==> src/rtl/pulse_pkg.sv <==
// Shared definitions for the pulse generator/receiver pair: FSM encodings,
// passive line level and counter width helper.
package pulse_pkg;

  typedef enum logic [1:0] {
    IDLE    = 2'd0,
    ARMED   = 2'd1,
    RECEIVE = 2'd2
  } state_t;

  // Idle level of the line: high when the pulse polarity is active-low.
  function automatic logic passive_lvl(input int active_low);
    return (active_low != 0);
  endfunction

  // Width able to hold 0..n inclusive.
  function automatic int cnt_w(input int n);
    return $clog2(n + 1);
  endfunction

endpackage

==> src/rtl/pulse_sync_filter.sv <==
// Synchroniser and pulse qualifier: brings in_sig into the sys_clk domain and
// raises qual once per active run of at least MIN_PULSE_LEN samples.
module pulse_sync_filter
  import pulse_pkg::*;
#(
  parameter int SYNC_STAGES   = 2,
  parameter int MIN_PULSE_LEN = 1,
  parameter int ACTIVE_LOW    = 0
) (
  input  logic sys_clk,
  input  logic rst_n,
  input  logic in_sig,
  input  logic arm,
  output logic active,
  output logic qual
);

  localparam logic          PASSIVE = passive_lvl(ACTIVE_LOW);
  localparam int            RW      = cnt_w(MIN_PULSE_LEN);
  localparam logic [RW-1:0] RUN_MAX = RW'(MIN_PULSE_LEN);
  localparam logic [RW-1:0] RUN_HIT = RW'(MIN_PULSE_LEN - 1);

  logic [SYNC_STAGES-1:0] sync_q;
  logic [RW-1:0]          run;
  logic                   passive_seen;

  always_ff @(posedge sys_clk or negedge rst_n) begin
    if (!rst_n) sync_q <= {SYNC_STAGES{PASSIVE}};
    else        sync_q <= {sync_q[SYNC_STAGES-2:0], in_sig};
  end

  assign active = (sync_q[SYNC_STAGES-1] != PASSIVE);

  always_ff @(posedge sys_clk or negedge rst_n) begin
    if (!rst_n)              run <= '0;
    else if (!active)        run <= '0;
    else if (run != RUN_MAX) run <= run + 1'b1;
  end

  // A level already active when armed must go passive before it can count.
  always_ff @(posedge sys_clk or negedge rst_n) begin
    if (!rst_n)           passive_seen <= 1'b0;
    else if (arm || qual) passive_seen <= 1'b0;
    else if (!active)     passive_seen <= 1'b1;
  end

  assign qual = active && (run == RUN_HIT) && passive_seen;

endmodule

==> src/rtl/pulse_receiver.sv <==
// Pulse train receiver: counts qualified pulses per armed frame, ends on count
// or inactivity timeout. PULSE_RECEIVER_PERIOD_MEASURE_EN adds period capture.
module pulse_receiver
  import pulse_pkg::*;
#(
  parameter int CYCLE_COUNT   = 8,
  parameter int TIMEOUT       = 64,
  parameter int MIN_PULSE_LEN = 1,
  parameter int SYNC_STAGES   = 2,
  parameter int ACTIVE_LOW    = 0,
  parameter int PERIOD_W      = 16
) (
  input  logic                          sys_clk,
  input  logic                          rst_n,
  input  logic                          in_sig,
  input  logic                          start,
  output logic                          busy,
  output logic                          edge_strb,
  output logic [cnt_w(CYCLE_COUNT)-1:0] pulse_cnt,
  output logic                          done_sig,
  output logic                          timeout_sig,
  output logic [PERIOD_W-1:0]           last_period
);

  localparam int            CW       = cnt_w(CYCLE_COUNT);
  localparam int            IW       = cnt_w(TIMEOUT);
  localparam logic [CW-1:0] CNT_MAX  = CW'(CYCLE_COUNT);
  localparam logic [IW-1:0] IDLE_MAX = IW'(TIMEOUT);
  localparam logic [IW-1:0] IDLE_HIT = IW'(TIMEOUT - 1);

  state_t        state, state_n;
  logic [CW-1:0] cnt_n;
  logic [IW-1:0] idle_ctr, idle_n;
  logic          done_n, tmo_n, strb_n;
  logic          fin, accept, active, qual;

  // fin marks the first cycle after a frame ends; start is not taken there.
  assign accept = (state == IDLE) && start && !fin;
  assign busy   = (state != IDLE);

  pulse_sync_filter #(
    .SYNC_STAGES  (SYNC_STAGES),
    .MIN_PULSE_LEN(MIN_PULSE_LEN),
    .ACTIVE_LOW   (ACTIVE_LOW)
  ) u_filt (
    .sys_clk(sys_clk),
    .rst_n  (rst_n),
    .in_sig (in_sig),
    .arm    (accept),
    .active (active),
    .qual   (qual)
  );

  always_comb begin
    state_n = state;
    cnt_n   = pulse_cnt;
    idle_n  = idle_ctr;
    done_n  = done_sig;
    tmo_n   = timeout_sig;
    strb_n  = 1'b0;
    case (state)
      IDLE: if (accept) begin
        done_n  = 1'b0;
        tmo_n   = 1'b0;
        cnt_n   = '0;
        state_n = ARMED;
      end
      ARMED: if (qual) begin
        strb_n  = 1'b1;
        cnt_n   = CW'(1);
        idle_n  = '0;
        state_n = RECEIVE;
      end
      RECEIVE: begin
        if (idle_ctr != IDLE_MAX) idle_n = idle_ctr + 1'b1;
        if (qual) begin
          idle_n = '0;
          if (pulse_cnt < CNT_MAX) begin
            strb_n = 1'b1;
            cnt_n  = pulse_cnt + 1'b1;
          end
        end
        // Completion is checked first so it wins over a coincident timeout.
        if (pulse_cnt == CNT_MAX && !active) begin
          done_n  = 1'b1;
          tmo_n   = 1'b0;
          state_n = IDLE;
        end else if (!qual && idle_ctr == IDLE_HIT) begin
          done_n  = 1'b1;
          tmo_n   = 1'b1;
          state_n = IDLE;
        end
      end
      default: state_n = IDLE;
    endcase
  end

  always_ff @(posedge sys_clk or negedge rst_n) begin
    if (!rst_n) begin
      state       <= IDLE;
      pulse_cnt   <= '0;
      idle_ctr    <= '0;
      done_sig    <= 1'b1;
      timeout_sig <= 1'b0;
      edge_strb   <= 1'b0;
      fin         <= 1'b0;
    end else begin
      state       <= state_n;
      pulse_cnt   <= cnt_n;
      idle_ctr    <= idle_n;
      done_sig    <= done_n;
      timeout_sig <= tmo_n;
      edge_strb   <= strb_n;
      fin         <= (state == RECEIVE) && (state_n == IDLE);
    end
  end

`ifdef PULSE_RECEIVER_PERIOD_MEASURE_EN
  logic [PERIOD_W-1:0] per_ctr;

  // Restart at 1 so the captured value equals the cycle distance.
  always_ff @(posedge sys_clk or negedge rst_n) begin
    if (!rst_n) begin
      per_ctr     <= '0;
      last_period <= '0;
    end else begin
      if (qual && state != IDLE) per_ctr <= PERIOD_W'(1);
      else if (per_ctr != '1)    per_ctr <= per_ctr + 1'b1;
      if (accept)                          last_period <= '0;
      else if (qual && state == RECEIVE)   last_period <= per_ctr;
    end
  end
`else
  assign last_period = '0;
`endif

endmodule

==> config.mk <==
export PLATFORM = sky130hd
export DESIGN_NAME = pulse_receiver
export DESIGN_NICKNAME = d
export VERILOG_FILES = /design/src/rtl/pulse_pkg.sv /design/src/rtl/pulse_sync_filter.sv /design/src/rtl/pulse_receiver.sv
export SDC_FILE = /design/constraint.sdc
export NUM_CORES = 1
export LEC_CHECK = 0
export CORE_ASPECT_RATIO = 1.4
export CORE_UTILIZATION = 51
export DETAILED_ROUTE_END_ITERATION = 8
export PLACE_DENSITY = 0.86
export SETUP_SLACK_MARGIN = 0.05
export SYNTH_ARGS = -nofsm -noshare
export SYNTH_HDL_FRONTEND = slang
export SYNTH_SLANG_ARGS = --single-unit
==> constraint.sdc <==
create_clock -name sys_clk -period 1.8 [get_ports sys_clk]
set_input_delay 0.36 -clock sys_clk [delete_from_list [all_inputs] [get_ports sys_clk]]
set_output_delay 0.36 -clock sys_clk [all_outputs]
set_load 0.1 [all_outputs]
# == Word level (Yosys, flattened, before mapping) ==
# Index checks and enable logic that the tools add are counted.
# classes
n_addsub,3
n_eq_ne,12
bitwise,1
n_reduce_logical,20
n_lt_le_gt_ge,1
muxes,28
# op_table
operator,n
$mux W7,3
$mux W4,4
$pmux W7 S2,1
$pmux W4 S3,1
$mux W1,11
$mux W2,4
$ne A2 B2 Y1 const B,4
$add A7 B1 Y7 const B,1
$eq A7 B6 Y1 const B,1
$logic_and A1 B1 Y1,7
$ne A7 B7 Y1 const B,1
$ne A3 B3 Y1 const B,2
$pmux W1 S2,3
$pmux W2 S3,1
$reduce_and A3 Y1,2
$reduce_bool A2 Y1,3
$reduce_and A5 Y1,1
$add A4 B1 Y4 const B,1
$eq A4 B4 Y1 const B,1
$logic_not A2 Y1,2
$lt A4 B4 Y1 const B,1
$logic_not A1 Y1,3
$reduce_bool A3 Y1,1
$eq A2 B1 Y1 const B,1
other kinds (5),5
# totals
word_cells,75
out_inout_bits,24
inputBits,4
ff_bits,21

# == Logic depth before layout (Yosys ltp) ==
# Gate-level depths: netlist of the first run.
# depth
word_depth,10
depth_mapped,7

# == Modules after synthesis ==
# Synthesis of the first run repeated with hierarchy kept, for this count alone.
# hier_totals
hier_cells,134
area_unflattened_um2,1256.2
# by_module_without_submodules
mod,instances,seq_area_each_um2,area_per_inst_um2,cells_each
pulse_receiver,1,426.7,1136.1,126
pulse_sync_filter,1,100.1,120.1,8

# == Least setup slack after synthesis of the first run ==
# OpenSTA, ideal clock, no wires.
# synth_timing
path_kind,register to register
start,reg pulse_cnt[3]
end,reg fin
arrival_time_ns,1.962
path_stages_with_launch,5
period_less_slack_ns,2.056
path_slack_ns,-0.256
required_ns,1.706
n_path_buf,0
path_cell_list,dfrtp_1 > inv_2 > o41ai_2 > o221ai_1 > a221oi_2
# synth_between
elab_chain_len,6
# synth_rtl
element,line_no,source
"start, declared",pulse_receiver.sv:19,"output logic [cnt_w(CYCLE_COUNT)-1:0] pulse_cnt,"
"start signal, assigned",pulse_receiver.sv:109,pulse_cnt <= cnt_n;
$eq A4 B4 Y1,pulse_receiver.sv:84,if (pulse_cnt == CNT_MAX && !active) begin
$logic_and A1 B1 Y1,pulse_receiver.sv:84,
$mux W2,pulse_receiver.sv:84,
$pmux W2 S3,pulse_receiver.sv:61,case (state)
$logic_not A2 Y1,pulse_receiver.sv:114,fin <= (state == RECEIVE) && (state_n == IDLE);
$logic_and A1 B1 Y1,pulse_receiver.sv:114,
"end signal, assigned",pulse_receiver.sv:114,
"end, declared",pulse_receiver.sv:35,"logic fin, accept, active, qual;"
# No other way between the ends.
# A chain may end at the register's enable or synchronous reset.

# == Worst setup path after layout of the first run ==
# layout_timing
start,reg state[0]
end,out busy
# layout_between
elab_chain_len,1
# layout_rtl
element,line_no,source
"start, declared",pulse_receiver.sv:31,"state_t state, state_n;"
"start signal, assigned",pulse_receiver.sv:108,state <= state_n;
$reduce_bool A2 Y1,pulse_receiver.sv:39,assign busy = (state != IDLE);
"end, declared",pulse_receiver.sv:17,"output logic busy,"
# No other way between the ends.

==> results of run 1 <==
==> worst max path at each step <==
stage / from / endpoint / slack [ns] / depth (start not counted)
after detailed placement: idle_ctr[1] / fin / 0.04 / 5
final: state[0] / busy / 0.07 / 4
after global routing: idle_ctr[1] / fin / 0.004 / 6
after CTS: state[0] / busy / 0.05 / 4
after global placement: start / timeout_sig / 0.11 / 5
after floorplan: pulse_cnt[3] / fin / 0.06 / 4
==> what timing repair did <==
item	CTS	global route
endpoints found under the setup margin	2	5
gates cloned	0	0
pin swaps	1	3
endpoints found under the hold margin	0	0
resized for setup	2	11
hold buffers	0	0
buffers inserted	1	16
==> report_power, final <==
group	internal (mW)	switching, mW	total (mW)
logic	0.638	1.06	1.70
registers	0.563	0.0686	0.631
clock network	0.0833	0.156	0.239
total	1.28	1.29	2.57
==> cells in the mapped netlist, types with 3 or more instances <==
cell type	count	area, sq um
sky130_fd_sc_hd__a21oi_1	5	25.0
sky130_fd_sc_hd__a22oi_1	3	22.5
sky130_fd_sc_hd__and2_1	4	25.0
sky130_fd_sc_hd__buf_4	16	120
sky130_fd_sc_hd__dfrtp_1	20	500
sky130_fd_sc_hd__ha_1	8	100
sky130_fd_sc_hd__inv_1	14	52.6
sky130_fd_sc_hd__mux2i_1	3	30.0
sky130_fd_sc_hd__nand2_1	10	37.5
sky130_fd_sc_hd__nor2_1	8	30.0
sky130_fd_sc_hd__o21ai_0	6	30.0
sky130_fd_sc_hd__o221ai_1	3	26.3
sky130_fd_sc_hd__xor2_1	3	26.3
==> cell usage in the layout, fill, tap and decap left out, types with 3 or more instances in the layout <==
master,instances
sky130_fd_sc_hd__a21oi_1,5
sky130_fd_sc_hd__a22oi_1,3
sky130_fd_sc_hd__and2_1,4
sky130_fd_sc_hd__buf_12,8
sky130_fd_sc_hd__buf_4,23
sky130_fd_sc_hd__clkbuf_4,3
sky130_fd_sc_hd__clkdlybuf4s50_1,3
sky130_fd_sc_hd__conb_1,16
sky130_fd_sc_hd__dfrtp_1,15
sky130_fd_sc_hd__dfrtp_2,3
sky130_fd_sc_hd__ha_1,5
sky130_fd_sc_hd__inv_1,9
sky130_fd_sc_hd__inv_2,3
sky130_fd_sc_hd__mux2i_1,3
sky130_fd_sc_hd__nand2_1,10
sky130_fd_sc_hd__nor2_1,8
sky130_fd_sc_hd__o21ai_0,5
sky130_fd_sc_hd__xor2_1,3
==> routing by layer <==
metal | GRT usage | part of all wire | vias to the layer above
met5 | 0 | 0 | -
met1 | 0.252 | 0.40 | 599
met4 | 0.140 | 0.027 | 0
li1 | - | - | 540
met3 | 0.0287 | 0.020 | 12
met2 | 0.400 | 0.55 | 28
==> registers in the layout, indices dropped and copies added, names as in the netlist <==
signal	cells
timeout_sig	1
state	2
done_sig	1
edge_strb	1
u_filt.run	1
u_filt.sync_q	2
idle_ctr	7
pulse_cnt	4
fin	1
u_filt.passive_seen	1
==> metrics by stage <==
step / hold WS [ns] / setup WS, ns / util / instance area (sq um) / power (mW)
floorplan: 0.0644 / 0.0590 / - / 1470 / 1.71
global placement: 0.344 / 0.110 / 0.649 / 1600 / 2.00
detailed placement: 0.351 / 0.0388 / 0.649 / 1600 / 2.05
CTS: 0.379 / 0.0465 / 0.667 / 1650 / 2.35
global route: 0.387 / 0.00421 / 0.727 / 1800 / 2.71
finish: 0.372 / 0.0693 / 0.727 / 1800 / 2.57
==> final cells by class <==
class | instances | area (sq um)
clock buffer | 3 | 22.5
clock inverter | 1 | 5.00
fill | 184 | 674
inverter | 15 | 65.1
multi-input combinational | 102 | 759
sequential | 21 | 538
tap | 34 | 42.5
timing repair buffer | 34 | 363
==> logic make-up after synthesis <==
logic type               count (synthesis)  share of synthesized area
adder cells (fa/ha/maj)                  8                     0.0725
AO/OA/AOI/OAI                           34                      0.192
buffers and inverters                   33                      0.146
AND/OR/NAND/NOR                         38                      0.164
multiplexers                             3                     0.0218
other                                    1                    0.00272
flip-flops                              21                      0.382
XOR/XNOR                                 3                     0.0190
==> impl_summary.txt, run 1 <==
----------------------------------------------------
[Clocking]
  Source-to-sink clock delay at the later pin of the worst-skew pair ... 0.32 ns
  Maximum buffer depth of the clock tree ... 2
  Number of clock sinks seen by CTS ... 21
  Cell at the root of the clock tree ... sky130_fd_sc_hd__clkbuf_4
  H-tree depth ... 1
  Number of CTS-inserted buffers ... 3
  CTS tree ... built
  Clock slew at the register clock pins of the worst setup and hold paths ... 0.13 ns

[GRT]
  First-pass GRT wire length ... 4950 microns
  Gr usage total ... 0.232
  Number of global-route vias before repair ... 1133
  Pin count of the biggest net entering global routing ... 22
  Remaining Overflow, GRT ... 0
  Number of antenna violations at the first check in global routing ... 0

[Critical path]
  Critical R2R Capture ... fin
  Required time reported for the critical path endpoint ... 1.44 ns
  Maximum fanout count along the critical path ... 5
  Kind of cell adding the most delay to the critical path ... flip-flops
  Data arrival time at the worst-slack endpoint ... 1.37 ns
  Setup Crit Path Kind ... register to output port
  Launching element type of the critical path ... register
  Slowest CP cell ... sky130_fd_sc_hd__dfrtp_2
  Number of buffer and inverter stages on the critical path ... 3
  Register-to-register path setup slack ... 0.08 ns
  Slowest cell delay on critical path ... 0.44 ns
  Critical R2R Launch ... idle_ctr[1]
  Critical path capture point type ... output port
  FF-to-FF path depth ... 6
  CP cell instances ... inv_2, ha_4, clkinvlp_4, buf_12

[Power]
  Power per Cell Area ... 1430 nW/um^2
  Leak pwr ... 0.822 nW
  Worst IR Drop VDD ... 1.14 mV

[Final layout]
  Area growth syn-to-layout ... 30.1%
  Number of non-filler instances in the completed layout ... 210
  Layout cell share with drive strength beyond 1 ... 0.347
  Diode count ... 0
  Nets@finish ... 189

[Yosys]
  Share of synthesized area occupied by flip-flops and latches ... 0.382
  Fraction of synthesis flops using an asynchronous set or reset pin ... 1.00
  Netlist cell types ... 46
  Synthesized instance count ... 141
  Number of enable flip-flop cells after synthesis ... 0
  Syn Area/Cell ... 9.79 sq um
  Total of flip-flops plus latches after synthesis ... 21
  Top FF cell, synth ... sky130_fd_sc_hd__dfrtp_1
  Number of warnings reported in the yosys synthesis log ... 0
  Synthesized cell area ... 1380 sq um

[Floorplanning]
  Number of standard-cell rows in the floorplan ... 21
  Die footprint ... 2920 sq um
  Die H ... 63.6 microns
  Initial standard-cell utilization of the core ... 0.559
  I/O pins ... 28
  Core area ... 2470 sq um
  Die extent in x ... 46.0 microns

[Place]
  Cell Count Post-Placement ... 189
  Final weighted congestion in routability-driven placement ... 0.882
  Number of port buffers ... 11
  Detailed placer's ending HPWL ... 2140 microns

[Drt]
  Routed length per instance ... 15.7 microns
  Overall via count from detail_route ... 1179
  Via density per instance ... 5.61
  Count of nets left with antenna violations after detail routing ... 0
  Remaining routing DRC violations ... 0
  First DRT Iteration DRCs ... 27
  First-pass detailed-route iteration total ... 4
  Wire length reported by the detailed router ... 3300 microns

[Status]
  Run status ... finished clean

[STA]
  Final setup TNS ... 0 ns
  Post-Route Skew ... 0.0109 ns
  Post-layout min period ... 1.73 ns
  Max frequency ... 578 MHz
  Portion of the clock cycle consumed by the worst path in the final layout ... 0.962
  Max-slew violations ... 0
  Hold Vio Cnt, Final ... 0
  Setup violators final ... 0
  Setup repair after global routing missed its margin ... true

[Flow run]
  Max-cap viol count ... 0

[Hold path]
  Hold WC Path Type ... input port to asynchronous set/reset pin

----------------------------------------------------
Power figures use the tool's default switching activity.
==> run 2, diff against run 1 <==
--- a/config.mk
+++ b/config.mk
@@ -9,3 +9,5 @@
 export CORE_UTILIZATION = 51
+export CTS_CLUSTER_SIZE = 28
 export DETAILED_ROUTE_END_ITERATION = 8
+export GPL_TIMING_DRIVEN = 0
 export PLACE_DENSITY = 0.86
==> constraint.sdc (replaced) <==
create_clock -name sys_clk -period 1.8 [get_ports sys_clk]
set_input_delay 0.45 -clock sys_clk [delete_from_list [all_inputs] [get_ports sys_clk]]
set_output_delay 0.45 -clock sys_clk [all_outputs]
set_load 0.1 [all_outputs]
==> run 2 against run 1 <==
  * The flow now finishes with violations (negative setup slack)
  * Via count shrank 2.6%
  * Cell count grew 1.9%
  * First-iteration DRC count decreased by 15%
  * Hold slack got worse by 0.0031 ns
  * Largest cell class unchanged
  * Largest power group unchanged
==> impl_summary.txt, run 2 (synthesis gave the netlist of run 1 again) <==
----------------------------------------------------
[Status]
  Run status ... finished with violations
  Violations in the final reports ... negative setup slack

[Final layout]
  Nets@finish ... 193
  Layout cell share with drive strength beyond 1 ... 0.378
  Final design instance area without fill ... 1770 sq um
  Flip-flop count of the largest register after layout ... 7
  Area growth syn-to-layout ... 28.0%
  Register with the most flip-flops ... idle_ctr
  Most frequent cells in the layout ... 25 x sky130_fd_sc_hd__buf_4, 16 x sky130_fd_sc_hd__conb_1, 16 x sky130_fd_sc_hd__dfrtp_1
  Most common cell after layout, fill and taps aside ... sky130_fd_sc_hd__buf_4
  Diode count ... 0
  Registers with the most flip-flops ... idle_ctr: 7 flops, pulse_cnt: 4 flops

[Hold path]
  Hold WC Path Type ... register to register

[Power]
  Total power after layout ... 2.45 mW
  Sw Ratio ... 0.509
  Total internal power ... 1.21 mW
  Power per Cell Area ... 1390 nW/um^2
  Share of power burned in combinational logic ... 0.644
  Flop pwr share ... 0.256
  Clock share of power ... 0.100
  Switching component of the power ... 1.25 mW
  Worst IR Drop VDD ... 1.12 mV
  Leak pwr ... 0.818 nW

[Clocking]
  Cell at the root of the clock tree ... sky130_fd_sc_hd__clkbuf_4
  H-tree depth ... 1
  Number of CTS-inserted buffers ... 3
  Source-to-sink clock delay at the later pin of the worst-skew pair ... 0.33 ns
  Clock slew at the register clock pins of the worst setup and hold paths ... 0.14 ns
  CTS tree ... built
  Maximum buffer depth of the clock tree ... 2
  Number of clock sinks seen by CTS ... 21
  Hold_buf cts ... 0

[Critical path]
  Setup Crit Path Kind ... register to output port
  CP cell instances ... inv_2, ha_4, clkinvlp_4, buf_12
  Critical path capture point type ... output port
  Required time reported for the critical path endpoint ... 1.35 ns
  Slowest cell delay on critical path ... 0.45 ns
  Data arrival time at the worst-slack endpoint ... 1.40 ns
  Maximum fanout count along the critical path ... 5
  Register-to-register path setup slack ... 0.06 ns
  Slowest CP cell ... sky130_fd_sc_hd__dfrtp_1
  Launching element type of the critical path ... register

[Place]
  Final weighted congestion in routability-driven placement ... 0.888
  Detailed placer's ending HPWL ... 2040 microns
  Number of port buffers ... 11
  Area post-placement ... 1620 sq um

[GRT]
  Gr usage total ... 0.213
  Number of antenna violations at the first check in global routing ... 0
  Pin count of the biggest net entering global routing ... 22
  Remaining Overflow, GRT ... 0
  First-pass GRT wire length ... 4550 microns
  Number of global-route vias before repair ... 1070

[Floorplanning]
  Number of standard-cell rows in the floorplan ... 21
  Die extent in x ... 46.0 microns
  Initial standard-cell utilization of the core ... 0.559
  Die H ... 63.6 microns
  Die footprint ... 2920 sq um
  Core area ... 2470 sq um
  I/O pins ... 28

[STA]
  Post-layout min period ... 1.85 ns
  Setup violators final ... 1
  Post-Route Skew ... 0.0196 ns
  Max frequency ... 541 MHz
  Portion of the clock cycle consumed by the worst path in the final layout ... 1.03
  Worst setup slack after layout ... -0.0472 ns
  Max_slew headroom ... 0.351
  Worst Tran Pin Value ... 0.971 ns
  Hold Vio Cnt, Final ... 0
  Max-slew violations ... 0
  Setup repair after global routing missed its margin ... true

[Drt]
  Remaining routing DRC violations ... 0
  Routed length per instance ... 13.5 microns
  Wire length reported by the detailed router ... 2890 microns
  Via density per instance ... 5.36
  First DRT Iteration DRCs ... 23
  First-pass detailed-route iteration total ... 4
  Overall via count from detail_route ... 1148
  Count of nets left with antenna violations after detail routing ... 0

[Flow run]
  Max-cap viol count ... 0

----------------------------------------------------
==> run 2: repair_timing <==
item / 4_1_cts / 5_1_grt
endpoints found under the setup margin: 9 / 9
pin swaps: 0 / 6
setup buffers: 1 / 8
resized for setup: 37 / 18
cloned: 0 / 0
==> run 2: metal layers <==
layer | wire (microns) | GRT usage | vias up
li1 | - | - | 545
met1 | 1200 | 0.245 | 565
met2 | 1530 | 0.354 | 31
met3 | 105 | 0.0401 | 7
met4 | 61 | 0.114 | 0
met5 | 0 | 0 | -
==> run 2: final cells by class <==
cell class | count | area, sq um
timing repair buffer | 20 | 174
buffer | 18 | 145
multi-input combinational | 102 | 767
inverter | 15 | 71.3
tap | 34 | 42.5
clock buffer | 3 | 22.5
fill | 185 | 703
clock inverter | 1 | 7.51
sequential | 21 | 537
==> run 2: path summary, 6_finish.rpt <==
path / cells after the start / start / end
worst max-delay path: 4 / state[0] / busy
worst min-delay path: 0 / u_filt.sync_q[0] / u_filt.sync_q[1]
worst max register to register: 6 / pulse_cnt[0] / fin
worst min register to register: 0 / u_filt.sync_q[0] / u_filt.sync_q[1]
max in group asynchronous: 1 / rst_n / pulse_cnt[0]
min in group asynchronous: 1 / rst_n / idle_ctr[0]
==> run 2: critical path, delay by kind of cell, from the launching register on <==
kind                       cells  cell delay (ns)
buffers and inverters          3             0.44
DFF                            1             0.45
adders and majority gates      1             0.18
==> run 2: power groups by stage <==
stage | registers [mW] | clock network, mW | logic (mW)
floorplan | 0.831 | 0 | 0.881
global placement | 0.634 | 0 | 1.28
detailed placement | 0.643 | 0 | 1.31
CTS | 0.624 | 0.246 | 1.37
global route | 0.638 | 0.262 | 1.70
finish | 0.629 | 0.245 | 1.58
==> run 2: through the flow <==
stage                     setup TNS [ns]  hold WS (ns)   util  instances  worst slack [ns]
after floorplan                        0         0.154      -        156            0.0590
after global placement             -1.73         0.336  0.657        201            -0.553
after detailed placement           -1.87         0.341  0.657        201            -0.583
after CTS                        -0.0451         0.371  0.672        206           -0.0451
after global routing              -0.129         0.374  0.715        214           -0.0846
final                            -0.0472         0.369  0.715        214           -0.0472
==> run 3, diff against run 2 <==
- clock period: 1.8 -> 2 ns (I/O delays scaled with it)
==> run 3 against run 2 <==
  * The run now ends clean
  * Hold slack worse by 0.0025 ns
  * Flip-flop and latch count stayed put
  * Core utilization is 4.2 points lower
  * Global-route usage is 1.3 points higher
  * Critical path type unchanged
  * Largest cell class unchanged
  * Highest routed layer unchanged
==> impl_summary.txt, run 3 (synthesis gave the netlist of run 1 again) <==
----------------------------------------------------
[Power]
  Power per Cell Area ... 1220 nW/um^2
  Total power after layout ... 2.03 mW
  Worst IR Drop VDD ... 0.996 mV
  Leak pwr ... 0.777 nW

[Hold path]
  Hold worst-path end ... u_filt.sync_q[1]
  Hold WC Path Type ... register to register
  Start point of the worst hold path ... u_filt.sync_q[0]
  Number of instances on the worst hold path ... 0

[GRT]
  Pin count of the biggest net entering global routing ... 22
  First-pass GRT wire length ... 4900 microns
  Number of global-route vias before repair ... 1131
  Remaining Overflow, GRT ... 0
  Gr usage total ... 0.226
  Number of antenna violations at the first check in global routing ... 0

[Drt]
  Via density per instance ... 5.42
  Wire length reported by the detailed router ... 2940 microns
  Count of nets left with antenna violations after detail routing ... 0
  First DRT Iteration DRCs ... 49
  First-pass detailed-route iteration total ... 4
  Remaining routing DRC violations ... 0
  Overall via count from detail_route ... 1116
  Routed length per instance ... 14.3 microns

[Critical path]
  Slowest cell delay on critical path ... 0.55 ns
  Kind of cell adding the most delay to the critical path ... flip-flops
  Instance count on the critical path ... 1
  CP cell instances ... clkdlybuf4s15_2
  Launching element type of the critical path ... register
  Setup Crit Path Kind ... register to output port
  Slowest CP cell ... sky130_fd_sc_hd__dfstp_2
  Critical R2R Launch ... idle_ctr[0]
  Number of buffer and inverter stages on the critical path ... 1
  Maximum fanout count along the critical path ... 2
  Critical path capture point type ... output port
  Critical R2R Capture ... fin
  Register-to-register path setup slack ... 0.24 ns
  Data arrival time at the worst-slack endpoint ... 1.42 ns
  FF-to-FF path depth ... 5
  Required time reported for the critical path endpoint ... 1.50 ns

[Final layout]
  Layout cell share with drive strength beyond 1 ... 0.267
  Registers with the most flip-flops ... idle_ctr: 7 flops, pulse_cnt: 4 flops
  Count of filler cells inserted in the layout ... 202
  Flip-flop count of the largest register after layout ... 7
  Final design instance area without fill ... 1660 sq um
  Most frequent cells in the layout ... 17 x sky130_fd_sc_hd__buf_4, 17 x sky130_fd_sc_hd__dfrtp_1, 16 x sky130_fd_sc_hd__conb_1
  Register with the most flip-flops ... idle_ctr
  Nets@finish ... 185
  Area growth syn-to-layout ... 20.6%
  Diode count ... 0
  Fin util ... 0.674

[STA]
  Max_slew headroom ... 0.362
  Worst Tran Pin Value ... 0.954 ns
  Worst hold slack ... 0.366 ns
  Setup repair after global routing missed its margin ... false
  Setup violators final ... 0
  Hold Vio Cnt, Final ... 0
  Max frequency ... 520 MHz
  Post-Route Skew ... 0.00378 ns
  Portion of the clock cycle consumed by the worst path in the final layout ... 0.962
  Post-layout min period ... 1.92 ns
  Max-slew violations ... 0

[Clocking]
  Maximum buffer depth of the clock tree ... 2
  Source-to-sink clock delay at the later pin of the worst-skew pair ... 0.31 ns
  CTS tree ... built
  Number of CTS-inserted buffers ... 3
  Clock slew at the register clock pins of the worst setup and hold paths ... 0.12 ns
  H-tree depth ... 1
  Number of clock sinks seen by CTS ... 21
  Cell at the root of the clock tree ... sky130_fd_sc_hd__clkbuf_4
  Hold_buf cts ... 0

[Floorplanning]
  Die footprint ... 2920 sq um
  Die extent in x ... 46.0 microns
  I/O pins ... 28
  Die H ... 63.6 microns
  Number of standard-cell rows in the floorplan ... 21
  Initial standard-cell utilization of the core ... 0.559
  Core area ... 2470 sq um

[Place]
  Number of port buffers ... 11
  Area post-placement ... 1600 sq um
  Detailed placer's ending HPWL ... 2160 microns
  Final weighted congestion in routability-driven placement ... 0.824

[Status]
  Run status ... finished clean

[Flow run]
  Max-cap viol count ... 0

----------------------------------------------------
run 3: cell types whose count changed in the layout (fill, tap and decap cells not counted), sizes merged:
cell and change:
clkinvlp -2, clkdlybuf4s15 +4, buf -11, inv +1
run 3: cell type report:
class	count	area, sq um	share of cell area
multi-input cells	102	732	0.440
flip-flops and latches	21	531	0.319
plain buffers	18	145	0.0872
repair buffers	12	128	0.0767
inverters	15	60.1	0.0361
well taps	34	42.5	0.0256
clock buffers	4	26.3	0.0158
run 3: repair_timing:
item	in CTS	in global routing
setup buffers	0	1
resized for setup	29	2
setup endpoints to repair	8	3
run 3: through the flow:
stage / worst slack (ns) / setup TNS [ns] / instances
after global routing: 0.0592 / 0 / 206
after detailed placement: -0.529 / -0.742 / 201
final: 0.0761 / 0 / 206
after global placement: -0.482 / -0.680 / 201
after CTS: 0.0644 / 0 / 205
after floorplan: 0.113 / 0 / 156
run 3: per-layer routing:
layer,track usage,wire length [microns]
met1,0.258,1150
met2,0.384,1650
met3,0.0430,81
met4,0.107,65
met5,0,0
run 3: where the power goes:
| group | switching (mW) | internal, mW |
|---|---|---|
| Combinational | 0.857 | 0.387 |
| Clock | 0.135 | 0.0781 |
| Sequential | 0.0683 | 0.501 |
run 3: worst max path at each step:
stage                 start        to
2_1_floorplan  pulse_cnt[2]       fin
3_3_place_gp       state[0]      busy
3_5_place_dp       state[0]      busy
4_1_cts            state[0]      busy
5_1_grt            done_sig  done_sig
6_report           done_sig  done_sig
